**src/rtl/pulse_stretcher.sv**
```systemverilog
// Replays single-cycle request pulses as fixed-length level bursts (active for HIGH_CYCLES,
// then inactive for LOW_CYCLES), queueing requests that arrive while a burst is in flight.
module pulse_stretcher #(
  parameter int unsigned HIGH_CYCLES  = 4,
  parameter int unsigned LOW_CYCLES   = 2,
  parameter int unsigned PEND_W       = 3,
  parameter logic        OUT_POLARITY = 1'b1
) (
  input  logic              clk_i,
  input  logic              rst_i,
  input  logic              pulse_i,
  output logic              level_o,
  output logic              busy_o,
  output logic [PEND_W-1:0] pending_o,
  output logic              overflow_o
);

  localparam int unsigned MAX_CYCLES = (HIGH_CYCLES > LOW_CYCLES) ? HIGH_CYCLES : LOW_CYCLES;
  localparam int unsigned CNT_W      = $clog2(MAX_CYCLES + 1);

  localparam logic [CNT_W-1:0]  HIGH_LOAD = CNT_W'(HIGH_CYCLES - 1);
  localparam logic [CNT_W-1:0]  LOW_LOAD  = CNT_W'(LOW_CYCLES - 1);
  localparam logic [CNT_W-1:0]  CNT_ONE   = CNT_W'(1);
  localparam logic [PEND_W-1:0] PEND_ONE  = PEND_W'(1);
  localparam logic [PEND_W-1:0] PEND_MAX  = '1;

  if (HIGH_CYCLES < 1) begin : g_high_chk
    $error("pulse_stretcher: HIGH_CYCLES must be >= 1");
  end
  if (LOW_CYCLES < 1) begin : g_low_chk
    $error("pulse_stretcher: LOW_CYCLES must be >= 1");
  end

  typedef enum logic [1:0] {
    IDLE   = 2'd0,
    ACTIVE = 2'd1,
    GAP    = 2'd2
  } state_e;

  state_e            state_q, state_d;
  logic [CNT_W-1:0]  cnt_q,   cnt_d;
  logic [PEND_W-1:0] pend_q,  pend_d;
  logic              ovf_q,   ovf_d;
  logic              cnt_zero;

  assign cnt_zero = (cnt_q == '0);

  // NOTE: every signal written here gets a default first so no path leaves it unassigned (no latches).
  always_comb begin
    state_d = state_q;
    cnt_d   = cnt_q;
    pend_d  = pend_q;
    ovf_d   = 1'b0;

    unique case (state_q)
      IDLE: begin
        // Requests are consumed on the spot; pending stays at zero while idle.
        if (pulse_i) begin
          state_d = ACTIVE;
          cnt_d   = HIGH_LOAD;
        end
      end

      ACTIVE: begin
        if (pulse_i) begin
          if (pend_q != PEND_MAX) pend_d = pend_q + PEND_ONE;
          else                    ovf_d  = 1'b1;
        end
        if (cnt_zero) begin
          state_d = GAP;
          cnt_d   = LOW_LOAD;
        end else begin
          cnt_d   = cnt_q - CNT_ONE;
        end
      end

      GAP: begin
        if (cnt_zero) begin
          // Last gap cycle: start the next burst with no idle cycle if anything is waiting.
          if (pend_q != '0) begin
            state_d = ACTIVE;
            cnt_d   = HIGH_LOAD;
            if (!pulse_i) pend_d = pend_q - PEND_ONE;
          end else if (pulse_i) begin
            state_d = ACTIVE;
            cnt_d   = HIGH_LOAD;
          end else begin
            state_d = IDLE;
          end
        end else begin
          cnt_d = cnt_q - CNT_ONE;
          if (pulse_i) begin
            if (pend_q != PEND_MAX) pend_d = pend_q + PEND_ONE;
            else                    ovf_d  = 1'b1;
          end
        end
      end

      default: begin
        state_d = IDLE;
        cnt_d   = '0;
        pend_d  = '0;
      end
    endcase
  end

  // NOTE: sequential state uses non-blocking assignments so all flops update from pre-edge values.
  always_ff @(posedge clk_i) begin
    if (rst_i) begin
      state_q <= IDLE;
      cnt_q   <= '0;
      pend_q  <= '0;
      ovf_q   <= 1'b0;
    end else begin
      state_q <= state_d;
      cnt_q   <= cnt_d;
      pend_q  <= pend_d;
      ovf_q   <= ovf_d;
    end
  end

  // Outputs decode registered state only, so they cannot glitch on pulse_i.
  assign level_o    = (state_q == ACTIVE) ? OUT_POLARITY : ~OUT_POLARITY;
  assign busy_o     = (state_q != IDLE);
  assign pending_o  = pend_q;
  assign overflow_o = ovf_q;

endmodule

```
**config.mk**
```make
export PLATFORM = sky130hd
export DESIGN_NAME = pulse_stretcher
export DESIGN_NICKNAME = d
export VERILOG_FILES = /design/src/rtl/pulse_stretcher.sv
export SDC_FILE = /design/constraint.sdc
export NUM_CORES = 1
export LEC_CHECK = 0
export CELL_PAD_IN_SITES_DETAIL_PLACEMENT = 1
export CELL_PAD_IN_SITES_GLOBAL_PLACEMENT = 2
export CORE_ASPECT_RATIO = 1.1
export CORE_MARGIN = 5
export CORE_UTILIZATION = 30
export DETAILED_ROUTE_END_ITERATION = 8
export PLACE_DENSITY = 0.79
export SLEW_MARGIN = 20
export SYNTH_ARGS = -nofsm -noshare
export SYNTH_HDL_FRONTEND = slang
export SYNTH_SLANG_ARGS = --single-unit
```
**constraint.sdc**
```tcl
create_clock -name clk_i -period 1.5 [get_ports clk_i]
set_input_delay 0.45 -clock clk_i [delete_from_list [all_inputs] [get_ports clk_i]]
set_output_delay 0.45 -clock clk_i [all_outputs]
set_load 0.1 [all_outputs]
```
==> flow_summary.yaml, run 1 <==
global_route:
  busiest_layer: "met2"
  grt_util_met3_pct: 1.89
  globalRouteOverflowTotal: 0
  grt_max_degree: 7
  antenna_found_initial: 0
  grt.met1_usage_pct: 18.1
  grt_pass1_wl_um: 4060
  grt_pass1_vias: 836
  grt.total_usage_pct: 15.4
  grtUsageMet2_pct: 28.7
place:
  dp_hpwl_um: 1810
  port_buffers: 8
  place_area_um2: 1060
  dp_slack_ps: -376
  gp_congestion: 0.754
sta:
  finalCritPeriodShare_pct: 107
  timing.fmax_ghz: 0.625
  finalMaxSlewViolations: 0
  finClkSkew_ps: 6.67
  holdWs_ps: 556
  slew_headroom_pct: 80.0
  tns_ps: -218
  setup_slack_ps: -101
  hold_viol: 0
  finalSetupViolations: 4
  rsz0062_at_grt: "yes"
  worstMarginPinSlew_ps: 299
  period_minus_slack_ps: 1600
clock_network:
  numCtsBuffers: 3
  clockRootBuffer: "clkbuf_4"
  cts.clk_slew.worst_paths_ps: 70
  insertion_delay_ps: 270
  htree_num_levels: 1
  cts_tree: "yes"
  cts_hold_buf: 0
  clk_path_buf_depth: 2
  cts_sinks: 9
worst_hold_path:
  min_path_type: "reg2reg"
run_status:
  status: "finished, violations left"
  violations: "negative setup slack"
drt:
  drt_pass1_iterations: 4
  vias: 730
  ant_nets: 0
  drc_errors: 0
  drt-total-wl_um: 2350
  wl_per_cell_um: 16.1
  drt_iter0_drc: 18
  via_per_inst: 5.00
worst_setup_path:
  worstPathMaxFanout: 3
  worst-setup-path-type: "reg2out"
  cp-endpoint: "busy_o"
  cp-startpoint: "state_q[1]"
  r2r_end: "pending_o[2]"
  cp-end-kind: "primary output"
  r2r_slack_ps: -50
  crit_arrival_ps: 1150
  startpoint_type: "register"
  critPathRequiredTime_ps: 1050
  r2r_start: "state_q[0]"
  r2r_cells: 6
flow_run:
  drv_cap: 0
synth:
  yosysWarnings: 0
  synth_area_um2: 726
  async_flop_share_pct: 0
  syn_area_per_cell_um2: 8.85
  synth_ff_type: "dfxtp_1"
  synth_enable_flop_cells: 0
  ys_ff_latch: 9
  syn_inst: 82
  ys_types: 37
  synthesis.nets: 94
  yosysSeqAreaShare_pct: 24.8
cells_and_area:
  postLayoutCellArea_um2: 1220
  layout.nets: 129
  area_growth_pct: 68.1
  fillCellCount: 257
  drive_above_1_share_pct: 57.8
  multiInputGateArea_um2: 592
  final-seq-area_um2: 199
  antenna_cells: 0
die:
  fp.dieW_um: 56.9
  dieArea_um2: 3500
  core_um2: 2270
  fp-row-count: 18
  ios: 9
  initial_core_util_pct: 31.9
  die_h_um: 61.6
pwr:
  power.share.combinational_pct: 78.2
  power_switching_uw: 1430
  p_leak_uw: 0.000492
  ir_worst_vdd_mv: 1.46
  power_density_nw_per_um2: 2400
  seqPwrFrac_pct: 14.7
  internal-power_uw: 1500
  swShare_pct: 48.9
  clkPwrFrac_pct: 7.1
## worst max-delay path, cell delays in order (launching register included)
cell,delay (ps)
dfxtp_4,360
inv_4,80
ha_4,150
clkinvlp_4,110
buf_12,180
## worst min-delay path by stage
| stage | startpoint | to | cells after the start |
|---|---|---|---|
| 6_report | pending_o[0] | pending_o[0] | 2 |
| 5_1_grt | pending_o[0] | pending_o[0] | 2 |
| 4_1_cts | state_q[1] | state_q[1] | 2 |
| 3_5_place_dp | state_q[1] | state_q[1] | 2 |
| 3_3_place_gp | state_q[1] | state_q[1] | 2 |
| 2_1_floorplan | state_q[0] | state_q[0] | 2 |
## cell usage in the layout (no fill, tap or decap), types with 2 or more instances in the layout
cell,count
dfxtp_2,3
nand4_1,2
a21oi_1,5
buf_4,24
clkbuf_4,3
nand3b_1,2
nor2_1,4
ha_1,6
nor2b_1,2
dfxtp_4,4
nand2b_1,4
nand3_1,3
dfxtp_1,2
ha_4,3
inv_4,2
inv_2,4
a311oi_2,2
buf_12,6
o21ai_0,3
nor4_2,2
nor3_1,3
## kinds of logic after synthesis
kind of cell             after synthesis  share of synthesized area [%]
adder cells (fa/ha/maj)                9                           15.5
AND/OR/NAND/NOR                       31                           27.1
flip-flops                             9                           24.8
buffers and inverters                 10                           6.38
AO/OA/AOI/OAI                         22                           24.1
multiplexers                           1                           2.07
## metrics by stage
| step | total power [uW] | util, % | cells |
|---|---|---|---|
| floorplan | 1610 | - | 82 |
| global placement | 2300 | 46.7 | 137 |
| detailed placement | 2360 | 46.7 | 137 |
| CTS | 2750 | 51.2 | 145 |
| global route | 3140 | 53.6 | 146 |
| finish | 2930 | 53.6 | 146 |
## registers in the layout, indices dropped and copies added (netlist names)
register	flops
cnt_q	3
overflow_o	1
pending_o	3
state_q	2
## power groups by stage
stage	logic [uW]	registers, uW	clock network, uW
finish	2290	430	207
global route	2470	446	219
CTS	2120	421	206
detailed placement	1960	401	0
global placement	1910	397	0
floorplan	1080	534	0
## area by class of cell
| type | instances | share of cell area, % |
|---|---|---|
| Sequential cell | 9 | 16.3 |
| Timing Repair Buffer | 33 | 27.1 |
| Multi-Input combinational cell | 63 | 48.5 |
| Clock buffer | 4 | 2.15 |
| Tap cell | 30 | 3.08 |
| Inverter | 7 | 2.87 |
## synth_stat cells, types with 2 or more instances
library cell,n,share of area (%)
a21oi_1,6,4.1
dfxtp_1,9,25
ha_1,9,16
inv_1,7,3.6
nand2b_1,5,4.3
nand3_1,3,2.1
nand3b_1,2,2.1
nand4_1,2,1.7
nor2_1,4,2.1
nor2b_1,2,1.7
nor3_1,3,2.1
nor4_1,2,1.7
o21ai_0,3,2.1
o21ai_1,2,1.4
## what timing repair did
action	CTS	global route
buffers inserted	4	1
pin swaps	2	4
gates cloned	0	0
setup endpoints to repair	8	9
resized for setup	14	10
## layer usage
layer	vias to the layer above	share of wire, %	wire length [um]
li1	370	-	-
met3	6	2.7	64
met2	13	51	1200
met1	341	44	1040
met5	-	0	0
met4	0	1.7	40
(Power assumes the default switching activity.)
==> run 2: changes to the inputs <==
--- a/config.mk
+++ b/config.mk
@@ -8,7 +8,7 @@
 export CELL_PAD_IN_SITES_DETAIL_PLACEMENT = 1
 export CELL_PAD_IN_SITES_GLOBAL_PLACEMENT = 2
 export CORE_ASPECT_RATIO = 1.1
-export CORE_MARGIN = 5
+export CORE_MARGIN = 3
 export CORE_UTILIZATION = 30
 export DETAILED_ROUTE_END_ITERATION = 8
 export PLACE_DENSITY = 0.79
==> flow_summary.yaml, run 2 (same netlist as run 1, synthesis figures left out) <==
run_status:
  status: "finished, violations left"
  violations: "negative setup slack"
place:
  gp_congestion: 0.779
  dp.cells: 130
  dp_slack_ps: -275
  place_area_um2: 1010
  port_buffers: 8
  dp_hpwl_um: 1650
clock_network:
  cts.clk_slew.worst_paths_ps: 70
  cts_tree: "yes"
  cts_sinks: 9
  clk_path_buf_depth: 2
  htree_num_levels: 1
  insertion_delay_ps: 280
  numCtsBuffers: 3
  clockRootBuffer: "clkbuf_4"
  cts_hold_buf: 0
die:
  fp.dieW_um: 52.9
  core_um2: 2270
  ios: 9
  dieArea_um2: 3050
  initial_core_util_pct: 31.9
  fp-row-count: 18
  die_h_um: 57.6
global_route:
  grt.total_usage_pct: 16.4
  globalRouteOverflowTotal: 0
  grt_pass1_vias: 748
  grt_max_degree: 9
  grt_pass1_wl_um: 3590
  antenna_found_initial: 0
cells_and_area:
  final_cell_mix: "buf_4, buf_12, a21oi_1, ha_1"
  final_common_cell: "buf_4"
  layout.nets: 125
  antenna_cells: 0
  drive_above_1_share_pct: 56.3
  finalNonFillerCells: 142
  area_growth_pct: 65.5
  postLayoutCellArea_um2: 1200
drt:
  drt-total-wl_um: 2330
  drt_iter0_drc: 10
  via_per_inst: 5.14
  vias: 730
  ant_nets: 0
  drt_pass1_iterations: 4
  wl_per_cell_um: 16.4
  drc_errors: 0
sta:
  finClkSkew_ps: 1.13
  setup_slack_ps: -92.3
  worstMarginPinSlew_ps: 294
  period_minus_slack_ps: 1590
  finalCritPeriodShare_pct: 106
  hold_viol: 0
  finalMaxSlewViolations: 0
  finalSetupViolations: 2
  timing.fmax_ghz: 0.628
  slew_headroom_pct: 80.2
  rsz0062_at_grt: "yes"
flow_run:
  drv_cap: 0
worst_setup_path:
  critPathRequiredTime_ps: 1050
  worst-setup-path-type: "reg2out"
  cp_slowest_stage_delay_ps: 400
  worstPathMaxFanout: 4
  cp-end-kind: "primary output"
  crit_arrival_ps: 1140
  crit_chain: "inv_4 -> ha_4 -> clkinvlp_4 -> buf_12"
  slowest_stage: "dfxtp_4"
  startpoint_type: "register"
pwr:
  p_leak_uw: 0.000492
  finalPower_uw: 2920
  power_density_nw_per_um2: 2430
  ir_worst_vdd_mv: 1.31
worst_hold_path:
  min_path_type: "reg2reg"
-- run 2: final timing paths --
| check | start | endpoint | slack [ps] | cells past startpoint |
|---|---|---|---|---|
| max reg2reg | state_q[0] | pending_o[2] | 40 | 7 |
| max | state_q[0] | busy_o | -90 | 4 |
| min reg2reg | state_q[0] | state_q[0] | 590 | 2 |
| min | state_q[0] | state_q[0] | 590 | 2 |
-- run 2: metrics by stage --
| stage | util, % | setup TNS (ps) | hold WS (ps) |
|---|---|---|---|
| finish | 52.8 | -108 | 586 |
| global placement | 44.4 | -1460 | 529 |
| floorplan | - | -441 | 508 |
| CTS | 48.3 | -166 | 559 |
| global route | 52.8 | -183 | 602 |
| detailed placement | 44.4 | -1680 | 536 |
-- run 2: area by class of cell --
type / count / area [um^2]
inverters: 7 / 35.0
clock buffers: 3 / 22.5
clock inverters: 1 / 5.00
fillers: 263 / 1070
well taps: 30 / 37.5
flip-flops and latches: 9 / 194
multi-input cells: 63 / 599
repair buffers: 29 / 308
-- run 2: worst max-delay path, delay by kind of cell (launching register included) --
kind / cells / cell delay, ps
flip-flops: 1 / 400
buffers and inverters: 3 / 300
adder cells (fa/ha/maj): 1 / 160
-- run 2: repair_timing --
| item | 4_1_cts | 5_1_grt |
|---|---|---|
| pin swaps | 1 | 2 |
| setup buffers | 4 | 4 |
| resized for setup | 8 | 17 |
| setup endpoints to repair | 7 | 9 |
-- run 2: layer usage --
layer  wire (um)  track usage, %  up-vias
met4          36            5.47        0
met2        1230            27.5       12
met5           0               0        -
met3          89            4.96        4
li1            -               -      358
met1         976            19.6      356
-- run 2: report_power, final --
part | internal [uW] | switching, uW
Combinational | 1050 | 1240
Sequential | 334 | 84.6
Clock | 99.3 | 115
